**src/rtl/store_commit_unit.sv**
```systemverilog
// -----------------------------------------------------------------------------
// store_commit_unit
//
// Retires committed stores from the head of the ROB into a small circular
// store queue, then drains the queue into the data memory one write at a time.
// Each store is converted to a word address, a byte-lane mask and
// lane-replicated write data at acceptance time. Illegal or misaligned stores
// are still accepted so the ROB is never blocked, but they are dropped and
// raise a sticky error flag.
//
// A three-state FSM (IDLE -> WRITE -> HOLD -> IDLE) pops one entry into an
// in-flight register, strobes memory for one cycle, then waits out the
// remaining memory latency before the next pop.
//
// Ports
//   clk_in            : single clock, all state on posedge
//   rst_in            : synchronous, active-high reset
//   store_valid_in    : ROB head holds a ready store
//   store_value_in    : store data at ROB head
//   store_addr_in     : effective byte address at ROB head
//   store_funct3_in   : size (000=SB, 001=SH, 010=SW)
//   store_read_out    : accept strobe; ROB pops its head on this edge
//   load_addr_in      : byte address of a load checking for a conflict
//   load_conflict_out : a queued or in-flight store targets the same word
//   mem_en_out        : data-memory write strobe
//   mem_we_out        : byte-lane write mask
//   mem_addr_out      : word address
//   mem_wdata_out     : lane-replicated write data
//   count_out         : queued entries (in-flight entry not included)
//   empty_out         : queue empty and FSM idle
//   misalign_err_out  : sticky illegal/misaligned store flag
// -----------------------------------------------------------------------------
module store_commit_unit #(
    parameter int DEPTH         = 4,
    parameter int WRITE_LATENCY = 2,
    parameter int ADDR_W        = 16
) (
    input  logic                     clk_in,
    input  logic                     rst_in,
    input  logic                     store_valid_in,
    input  logic [31:0]              store_value_in,
    input  logic [31:0]              store_addr_in,
    input  logic [2:0]               store_funct3_in,
    output logic                     store_read_out,
    input  logic [31:0]              load_addr_in,
    output logic                     load_conflict_out,
    output logic                     mem_en_out,
    output logic [3:0]               mem_we_out,
    output logic [ADDR_W-1:0]        mem_addr_out,
    output logic [31:0]              mem_wdata_out,
    output logic [$clog2(DEPTH):0]   count_out,
    output logic                     empty_out,
    output logic                     misalign_err_out
);

    localparam int PTR_W     = $clog2(DEPTH);
    localparam int CNT_W     = PTR_W + 1;
    // HOLD lasts WRITE_LATENCY-1 cycles; the counter runs 0..WRITE_LATENCY-2.
    localparam int HOLD_W    = (WRITE_LATENCY > 1) ? $clog2(WRITE_LATENCY) : 1;
    localparam int HOLD_LAST = (WRITE_LATENCY > 1) ? (WRITE_LATENCY - 2) : 0;

    localparam logic [2:0] F3_SB = 3'b000;
    localparam logic [2:0] F3_SH = 3'b001;
    localparam logic [2:0] F3_SW = 3'b010;

    typedef enum logic [1:0] {
        ST_IDLE  = 2'd0,
        ST_WRITE = 2'd1,
        ST_HOLD  = 2'd2
    } state_t;

    // ---------------------------------------------------------------- helpers

    // Size/alignment legality of a store.
    function automatic logic store_legal(input logic [2:0] f3, input logic [1:0] a);
        logic ok;
        case (f3)
            F3_SB:   ok = 1'b1;
            F3_SH:   ok = (a[0] == 1'b0);
            F3_SW:   ok = (a == 2'b00);
            default: ok = 1'b0;
        endcase
        return ok;
    endfunction

    // Byte-lane mask for a legal store.
    function automatic logic [3:0] lane_mask(input logic [2:0] f3, input logic [1:0] a);
        logic [3:0] m;
        case (f3)
            F3_SB:   m = 4'b0001 << a;
            F3_SH:   m = a[1] ? 4'b1100 : 4'b0011;
            F3_SW:   m = 4'b1111;
            default: m = 4'b0000;
        endcase
        return m;
    endfunction

    // Write data replicated across the lanes the store may occupy.
    function automatic logic [31:0] lane_data(input logic [2:0] f3, input logic [31:0] v);
        logic [31:0] d;
        case (f3)
            F3_SB:   d = {4{v[7:0]}};
            F3_SH:   d = {2{v[15:0]}};
            F3_SW:   d = v;
            default: d = 32'h0000_0000;
        endcase
        return d;
    endfunction

    // ---------------------------------------------------------------- storage

    logic [ADDR_W-1:0] q_addr_r [DEPTH];
    logic [3:0]        q_mask_r [DEPTH];
    logic [31:0]       q_data_r [DEPTH];
    logic [DEPTH-1:0]  q_valid_r;

    logic [PTR_W-1:0]  head_r;
    logic [PTR_W-1:0]  tail_r;
    logic [CNT_W-1:0]  count_r;

    logic [ADDR_W-1:0] infl_addr_r;
    logic [3:0]        infl_mask_r;
    logic [31:0]       infl_data_r;

    state_t            state_r;
    state_t            state_next_s;
    logic [HOLD_W-1:0] hold_cnt_r;
    logic              misalign_r;

    logic              accept_s;
    logic              legal_s;
    logic              enq_s;
    logic              deq_s;
    logic [ADDR_W-1:0] store_word_s;
    logic [ADDR_W-1:0] load_word_s;
    logic              conflict_s;
    logic              unused_s;

    // ---------------------------------------------------------------- handshake

    // Full blocks acceptance even if the FSM pops this cycle, keeping the
    // accept path independent of the drain path.
    assign accept_s     = store_valid_in && (count_r < CNT_W'(DEPTH)) && !rst_in;
    assign legal_s      = store_legal(store_funct3_in, store_addr_in[1:0]);
    assign enq_s        = accept_s && legal_s;
    assign deq_s        = (state_r == ST_IDLE) && (count_r != CNT_W'(0));
    assign store_word_s = store_addr_in[ADDR_W+1:2];
    assign load_word_s  = load_addr_in[ADDR_W+1:2];

    assign store_read_out   = accept_s;
    assign count_out        = count_r;
    assign empty_out        = (count_r == CNT_W'(0)) && (state_r == ST_IDLE);
    assign misalign_err_out = misalign_r;
    assign mem_addr_out     = infl_addr_r;
    assign mem_wdata_out    = infl_data_r;

    // Upper address bits beyond the memory range and the load byte offset are
    // intentionally ignored.
    assign unused_s = ^{store_addr_in, load_addr_in};

    // Queue pointers, occupancy, entry valid bits and the sticky error flag.
    always_ff @(posedge clk_in) begin
        if (rst_in) begin
            head_r     <= PTR_W'(0);
            tail_r     <= PTR_W'(0);
            count_r    <= CNT_W'(0);
            q_valid_r  <= {DEPTH{1'b0}};
            misalign_r <= 1'b0;
        end else begin
            if (deq_s) begin
                q_valid_r[head_r] <= 1'b0;
                head_r            <= head_r + PTR_W'(1);
            end
            // tail never equals head here: enq needs count<DEPTH, deq needs count>0
            if (enq_s) begin
                q_valid_r[tail_r] <= 1'b1;
                tail_r            <= tail_r + PTR_W'(1);
            end
            case ({enq_s, deq_s})
                2'b10:   count_r <= count_r + CNT_W'(1);
                2'b01:   count_r <= count_r - CNT_W'(1);
                default: count_r <= count_r;
            endcase
            if (accept_s && !legal_s) begin
                misalign_r <= 1'b1;
            end
        end
    end

    // Queue payload and in-flight register; contents are qualified by the
    // valid bits and the FSM state, so no reset is needed.
    always_ff @(posedge clk_in) begin
        if (enq_s) begin
            q_addr_r[tail_r] <= store_word_s;
            q_mask_r[tail_r] <= lane_mask(store_funct3_in, store_addr_in[1:0]);
            q_data_r[tail_r] <= lane_data(store_funct3_in, store_value_in);
        end
        if (deq_s) begin
            infl_addr_r <= q_addr_r[head_r];
            infl_mask_r <= q_mask_r[head_r];
            infl_data_r <= q_data_r[head_r];
        end
    end

    // ---------------------------------------------------------------- FSM

    // FSM state register and HOLD cycle counter.
    always_ff @(posedge clk_in) begin
        if (rst_in) begin
            state_r    <= ST_IDLE;
            hold_cnt_r <= HOLD_W'(0);
        end else begin
            state_r <= state_next_s;
            if (state_r == ST_WRITE) begin
                hold_cnt_r <= HOLD_W'(0);
            end else if (state_r == ST_HOLD) begin
                hold_cnt_r <= hold_cnt_r + HOLD_W'(1);
            end else begin
                hold_cnt_r <= hold_cnt_r;
            end
        end
    end

    // FSM next-state logic.
    always_comb begin
        state_next_s = state_r;
        case (state_r)
            ST_IDLE: begin
                if (count_r != CNT_W'(0)) begin
                    state_next_s = ST_WRITE;
                end else begin
                    state_next_s = ST_IDLE;
                end
            end
            ST_WRITE: begin
                if (WRITE_LATENCY > 1) begin
                    state_next_s = ST_HOLD;
                end else begin
                    state_next_s = ST_IDLE;
                end
            end
            ST_HOLD: begin
                if (hold_cnt_r == HOLD_W'(HOLD_LAST)) begin
                    state_next_s = ST_IDLE;
                end else begin
                    state_next_s = ST_HOLD;
                end
            end
            default: state_next_s = ST_IDLE;
        endcase
    end

    // FSM outputs: memory strobe and lane mask only in WRITE.
    always_comb begin
        mem_en_out = 1'b0;
        mem_we_out = 4'b0000;
        case (state_r)
            ST_WRITE: begin
                mem_en_out = 1'b1;
                mem_we_out = infl_mask_r;
            end
            default: begin
                mem_en_out = 1'b0;
                mem_we_out = 4'b0000;
            end
        endcase
    end

    // ---------------------------------------------------------------- conflict

    // Load/store word conflict against valid queue entries and the in-flight
    // write; a store being accepted this same cycle is not considered.
    always_comb begin
        conflict_s = 1'b0;
        for (int i = 0; i < DEPTH; i++) begin
            if (q_valid_r[i] && (q_addr_r[i] == load_word_s)) begin
                conflict_s = 1'b1;
            end else begin
                conflict_s = conflict_s;
            end
        end
        if (((state_r == ST_WRITE) || (state_r == ST_HOLD)) && (infl_addr_r == load_word_s)) begin
            conflict_s = 1'b1;
        end else begin
            conflict_s = conflict_s;
        end
    end

    assign load_conflict_out = conflict_s;

endmodule

```
**config.mk**
```make
export PLATFORM = sky130hd
export DESIGN_NAME = store_commit_unit
export DESIGN_NICKNAME = d
export VERILOG_FILES = /design/src/rtl/store_commit_unit.sv
export SDC_FILE = /design/constraint.sdc
export NUM_CORES = 1
export LEC_CHECK = 0
export ABC_AREA = 0
export CAP_MARGIN = 20
export CORE_UTILIZATION = 49
export DETAILED_ROUTE_END_ITERATION = 10
export HOLD_SLACK_MARGIN = 0.02
export PLACE_DENSITY_LB_ADDON = 0.05
export SLEW_MARGIN = 25
export SYNTH_ARGS = -nofsm -noshare
export SYNTH_HDL_FRONTEND = slang
export SYNTH_SLANG_ARGS = --single-unit
```
**constraint.sdc**
```tcl
create_clock -name clk_in -period 3.24 [get_ports clk_in]
set_input_delay 0.648 -clock clk_in [delete_from_list [all_inputs] [get_ports clk_in]]
set_output_delay 0.648 -clock clk_in [all_outputs]
set_load 0.05 [all_outputs]
```
* Word level (Yosys, flattened, before mapping)
Memories as Yosys holds them, arrays and structs flattened. A register that Yosys moved wholly into a read port is not among the register bits.
Cells that the tools add are included.
** Storage, ports and cells
- Output and inout port bits :: 60
- Bits in registers :: 15
- RAM bits :: 208
- Memories kept :: 3
- Logic and storage cells :: 85
- Input bits :: 102
** Operators by class
- Reductions and logical operators :: 23
- Shifts and indexed selects :: 1
- Add/subtract/negate cells :: 5
- Equality and inequality tests :: 11
- Bitwise operators :: 4
- Muxes and demuxes :: 26
- Order comparisons :: 5
** Memory list
- q_data_r :: words 4, width 32, rd ports 1, clocked after memory_dff 1, write ports 1, RTL line 114 : logic [31:0] q_data_r [DEPTH];
- q_addr_r :: words 4, width 16, rd ports 5, clocked after memory_dff 1, write ports 1, RTL line 112 : logic [ADDR_W-1:0] q_addr_r [DEPTH];
- q_mask_r :: words 4, width 4, rd ports 1, clocked after memory_dff 1, write ports 1, RTL line 113 : logic [3:0] q_mask_r [DEPTH];
** Operators with widths (count)
- $pmux 32 s3 :: 1
- $eq 16x16->1 :: 5
- $mux 32 :: 1
- $mux 4 :: 6
- $logic_and 1x1->1 :: 13
- $pmux 4 s3 :: 1
- $mux 1 :: 11
- $logic_not 3->1 :: 2
- $lt 2x3->1 const B :: 2
- $pmux 2 s3 :: 1
- $pmux 3 s2 :: 1
- $add 2x1->2 const B :: 2
- $and 4x4->4 :: 1
- $demux 1 s2 :: 2
- $eq 2x1->1 const B :: 2
- $eq 2x2->1 const B :: 2
- $ge 2x1->1 const B :: 2
- $logic_not 2->1 :: 2
- $not 4->4 :: 1
- $or 4x4->4 :: 1
- $shl 1x2->4 const A :: 1
- $add 3x1->3 const B :: 1
- $eq 3x1->1 const B :: 1
- $eq 3x2->1 const B :: 1
- 11 further kinds :: 12

* Longest topological paths before layout
- Depth after elaboration :: 10
- Mapped depth :: 11
- Gate-level depth less buffers :: 9

* Worst setup path before layout
Ideal clock, no wire load.
- Kind :: reg-to-reg
- Start :: reg count_r[0] (netlist: count_out[0])
- End :: reg count_r[2] (netlist: count_out[2])
- Path buffers :: 1
- Period minus slack after synthesis :: 3.775 ns
- Arrival :: 3.705 ns
- Stages on the path, launching flop included :: 9
- Setup slack :: -0.535 ns
- Required time :: 3.170 ns
- Setup time :: 0.070 ns
- Cells stage by stage :: dfxtp_1 nor3_1 nor2b_1 clkbuf_1 ha_1 fa_1 xnor2_1 or3_1 a21oi_1
** Between the ends
- Elaborated cells between the ends (all ways) :: 12
- Classes of those cells :: add/sub: 2; order compare: 1; eq/ne: 2; mux: 1; reduce/logical: 6
** RTL lines
- from (decl) :: RTL line 119 : logic [CNT_W-1:0] count_r;
- from (signal assigned) :: RTL line 180 : 2'b10: count_r <= count_r + CNT_W'(1);
- from (signal assigned) :: RTL line 181 : 2'b01: count_r <= count_r - CNT_W'(1);
- from (signal assigned) :: RTL line 182 : default: count_r <= count_r;
- $reduce_bool 3->1 * :: RTL line 146 : assign deq_s = (state_r == ST_IDLE) && (count_r != CNT_W'(0));
- $logic_and 1x1->1 * :: RTL line 146
- via deq_s :: RTL line 133 : logic deq_s;
- $eq 2x1->1 / $eq 2x2->1 (equally long branches) :: RTL line 179 : case ({enq_s, deq_s})
- $pmux 3 s2 / $reduce_bool 2->1 (equally long branches)
Mark *: on every way through the listed nets, which the timed path passes. The rest lies on a longest branch.
A chain may end at the register's enable or synchronous reset.

* Final worst setup path
- Start :: in load_addr_in[2]
- End :: out load_conflict_out
** Between the ends
- Word-level cells in the longest chain between the ends :: 7
- Elaborated cells between the ends (all ways) :: 15
- Classes of those cells :: eq/ne: 5; mux: 5; reduce/logical: 5
** RTL lines
- from (decl) :: RTL line 45 : input logic [31:0] load_addr_in,
- $eq 16x16->1 :: RTL line 276 : if (q_valid_r[i] && (q_addr_r[i] == load_word_s)) begin
- $logic_and 1x1->1 :: RTL line 276
- $mux 1 (4 in a row) :: RTL line 276
- $mux 1 * :: RTL line 282 : if (((state_r == ST_WRITE) || (state_r == ST_HOLD)) && (infl_addr_r == load_word_s)) begin
- to (decl) :: RTL line 46 : output logic load_conflict_out,
Every way passes the cells marked *; elsewhere a longest branch is shown, timed or not.

==> impl_results.md <==
* Largest net degree at the start of global routing at 60
* Unique masters post-synth at 34
* Origin of the worst setup path: load_addr_in[2]
* Synth Instances at 664
* Arr. time, crit path at between 2000 and 3000 ps
* HP Class: reg2reg
* P_int at 7370 µW
* Drt drc at 0
* CP max FO at 3
* Crit share post-route at a little over nine tenths
* Net Sw Frac at 32.8%
* Clock root buffer: clkbuf_16
* CTS tree: built
* DR vias at around 6200
* Slew Limit Fails at 0
* # Post-CTS Setup Buffers at 0
* Clock transition at path regs at 60 ps
* Fin crit period at 3200 ps
* Mapped cell area at roughly 11000 µm²
* Relative slew slack at 38.4%
* Worst-Margin Slew at 924 ps
* Detailed placer's ending HPWL at ~16000 µm
* Post-Layout Cell Count at 1154
* H-tree levels at 1
* P_sw at 3590 µW
* GRT Util Overall at between 20% and 30%
* First-pass GRT wire length at around 38000 µm
* Starting Density at between 50% and 60%
* Syn Area/Cell at 17.3 µm²
* Max Fclk at 312 MHz
* Sequential share of power at between 40% and 50%
* IO Port Bufs at 131
* Leakage dissipation at 0.00466 µW
* GPL Wtd Cong at 0.905
* Post-Route Hold Slack at 448 ps
* Status: complete, no violations
* Area growth from synthesis to layout at 24.2%
* Num CTS Buffers at 29
* Peak supply drop at 0.000594 V
* Fin Setup TNS at 0 ps
* Worst Setup Path Type: in2out
* Nets at 934
* CTS sink cnt at 275
* Final Hold Viols at 0
* Crit end category: output pin
* Max-cap violations at 0
* Seq/Total Area, Yosys at 70.7%
* Critical path required time at 2590 ps
* Placed Cells at around 1100
* Vias in the first global route at about 6600
* PwrDens at about 770 nW/µm²
* # rows at 55
* Layout cells sized above 1 at 17.8%
* Largest area contributor in the netlist: edfxtp_1
* Clk buf depth at 3
* Yosys reg bits at 275
* Startpoint Class: input pin
* ANT cells at 0
* Yosys warning total at 0
* Top post-synthesis cells by area: edfxtp_1 68%, mux4_2 10%, xor2_1 3.3%
* Routed wire per std cell at 21.4 µm
* CORE AREA at ~23000 µm²
* Hold_sp: misalign_err_out$_SDFFE_PP0P_
* Pre-CTS setup slack at -95.7 ps
* Initial antenna violation count at 0
* DRT Pass-1 Iters at 6
* RR Startpoint: count_out[2]$_SDFFE_PP0P_
* Fillers at approximately 1700
* Worst-Skew Late Latency at 540 ps
* Skew final at 11.1 ps
* Fin worst setup slack at 39.2 ps
* Die height at 155 µm
* Iter 0 DRT Violations at 293
* Logic gate share of total power at 29.6%
* Clock power frac at about 28%
* Syn_nets at a little under 800
* Setup-failing EPs final at 0
* Post-synth top area share at between 60% and 70%
* DRT antenna net count at 0
* Total global routing overflow at 0
* Die area at 24000 µm²
* Total Wirelength at 24800 µm
* Die width at ~150 µm
* Vias per cell at 5.40
* # IOs at 162
* Hold Buf Count CTS at 0
placed cells by master (no fill, tap or decap), types with 2 or more instances in the layout:
cell | synthesis | routed
nor3_1 | 4 | 4
a21oi_1 | 46 | 46
clkdlybuf4s50_1 | 0 | 125
dfxtp_1 | 15 | 13
xnor2_1 | 42 | 42
a22oi_1 | 4 | 4
nor4_1 | 12 | 5
clkbuf_8 | 0 | 2
clkbuf_1 | 11 | 12
inv_1 | 8 | 8
nor4_2 | 0 | 7
and2_2 | 0 | 4
nand2_1 | 10 | 10
xor2_1 | 43 | 38
and2_1 | 17 | 13
nor3b_2 | 2 | 2
clkinv_1 | 0 | 5
mux2i_1 | 3 | 3
ha_1 | 12 | 12
clkinv_2 | 0 | 3
dlymetal6s2s_1 | 0 | 4
buf_12 | 0 | 7
mux4_2 | 52 | 52
nor2_1 | 55 | 55
o21ai_0 | 2 | 2
nand4_1 | 10 | 10
edfxtp_1 | 260 | 260
buf_4 | 12 | 30
nor2b_1 | 13 | 12
o21a_1 | 3 | 3
clkbuf_16 | 0 | 29
xor2_2 | 0 | 5
sequential cells by signal (all words and copies together), names as in the netlist:
signal and count:
count_out 3, mem_wdata_out 32, q_addr_r 64, infl_mask_r 4, q_mask_r 16, mem_addr_out 16, q_data_r 128, head_r 2
hold_cnt_r 1, q_valid_r 4, state_r 2, misalign_err_out 1, tail_r 2
metal layers:
metal	track usage (%)	vias up	wire, µm
met3	3.98	33	1370
met1	28.0	3162	10500
met2	36.7	202	12500
li1	-	2834	-
met5	0	-	0
met4	4.67	0	375
per-stage QoR:
| step | total power, µW | area, µm² | utilization [%] |
|---|---|---|---|
| final | 11000 | 14200 | 62.5 |
| after detailed placement | 8000 | 13300 | 58.3 |
| after global placement | 7950 | 13300 | 58.3 |
| after CTS | 11000 | 14200 | 62.2 |
| after floorplan | 6830 | 11500 | - |
| after global routing | 11300 | 14200 | 62.5 |
cell usage after synthesis:
cell	n
nor2b_1	13
o21a_1	3
buf_6	5
nand4_2	1
clkbuf_1	11
xor2_1	43
o21ai_1	1
buf_4	12
o21ai_0	2
ha_1	12
nor2_1	55
mux2i_1	3
a31oi_1	1
nand2_1	10
and2_1	17
o22ai_1	1
a21oi_1	46
inv_1	8
nor4_1	12
or3_1	1
buf_1	2
inv_2	1
fa_1	1
nor2_2	1
nor3_1	4
xnor2_1	42
nor3b_2	2
or4_1	1
nand4_1	10
edfxtp_1	260
a22oi_1	4
mux4_2	52
dfxtp_1	15
buf_2	12
worst max-delay path: stages:
cell and delay, ps:
clkdlybuf4s50_1 580, xor2_2 190, nor4_2 70, buf_4 140
nand4_1 120, nor4_2 70, or4_4 560, buf_12 170
power by group through the flow:
stage	sequential, µW	clock [µW]	combinational [µW]
after floorplan	5830	0	1010
after global placement	4720	0	3230
after detailed placement	4730	0	3260
after CTS	4670	3100	3280
after global routing	4710	3220	3400
final	4670	3040	3250
kinds of logic after synthesis:
group,count (synthesis),share of synthesized area (%)
DFF,275,70.7
and+or+nand+nor,127,5.64
xor gates and xnor gates,85,6.49
AOI/OAI and AO/OA,58,2.71
muxes,55,10.5
buffers and inverters,51,2.52
adders and majority gates,13,1.48
path summary, 6_finish.rpt:
| path | slack (ps) | end | depth (start not counted) |
|---|---|---|---|
| worst min-delay path | 450 | misalign_err_out$_SDFFE_PP0P_ | 2 |
| worst max register to register | 1140 | count_out[2]$_SDFFE_PP0P_ | 8 |
| worst max-delay path | 40 | load_conflict_out | 8 |
| worst min register to register | 450 | misalign_err_out$_SDFFE_PP0P_ | 2 |
repair_timing:
item                                    CTS  global route
endpoints found under the setup margin    1             1
cloned                                    0             0
pin swaps                                 1             1
resized for setup                         4            13
area by class of cell:
| class | count | area [µm²] | share of cell area (%) |
|---|---|---|---|
| sequential | 275 | 8110 | 56.9 |
| multi-input combinational | 338 | 3170 | 22.3 |
| timing repair buffer | 166 | 1670 | 11.7 |
| clock buffer | 43 | 798 | 5.60 |
| tap | 313 | 392 | 2.75 |
| clock inverter | 10 | 72.6 | 0.509 |
| inverter | 9 | 33.8 | 0.237 |
No activity file was read; power rests on OpenSTA's default activity.
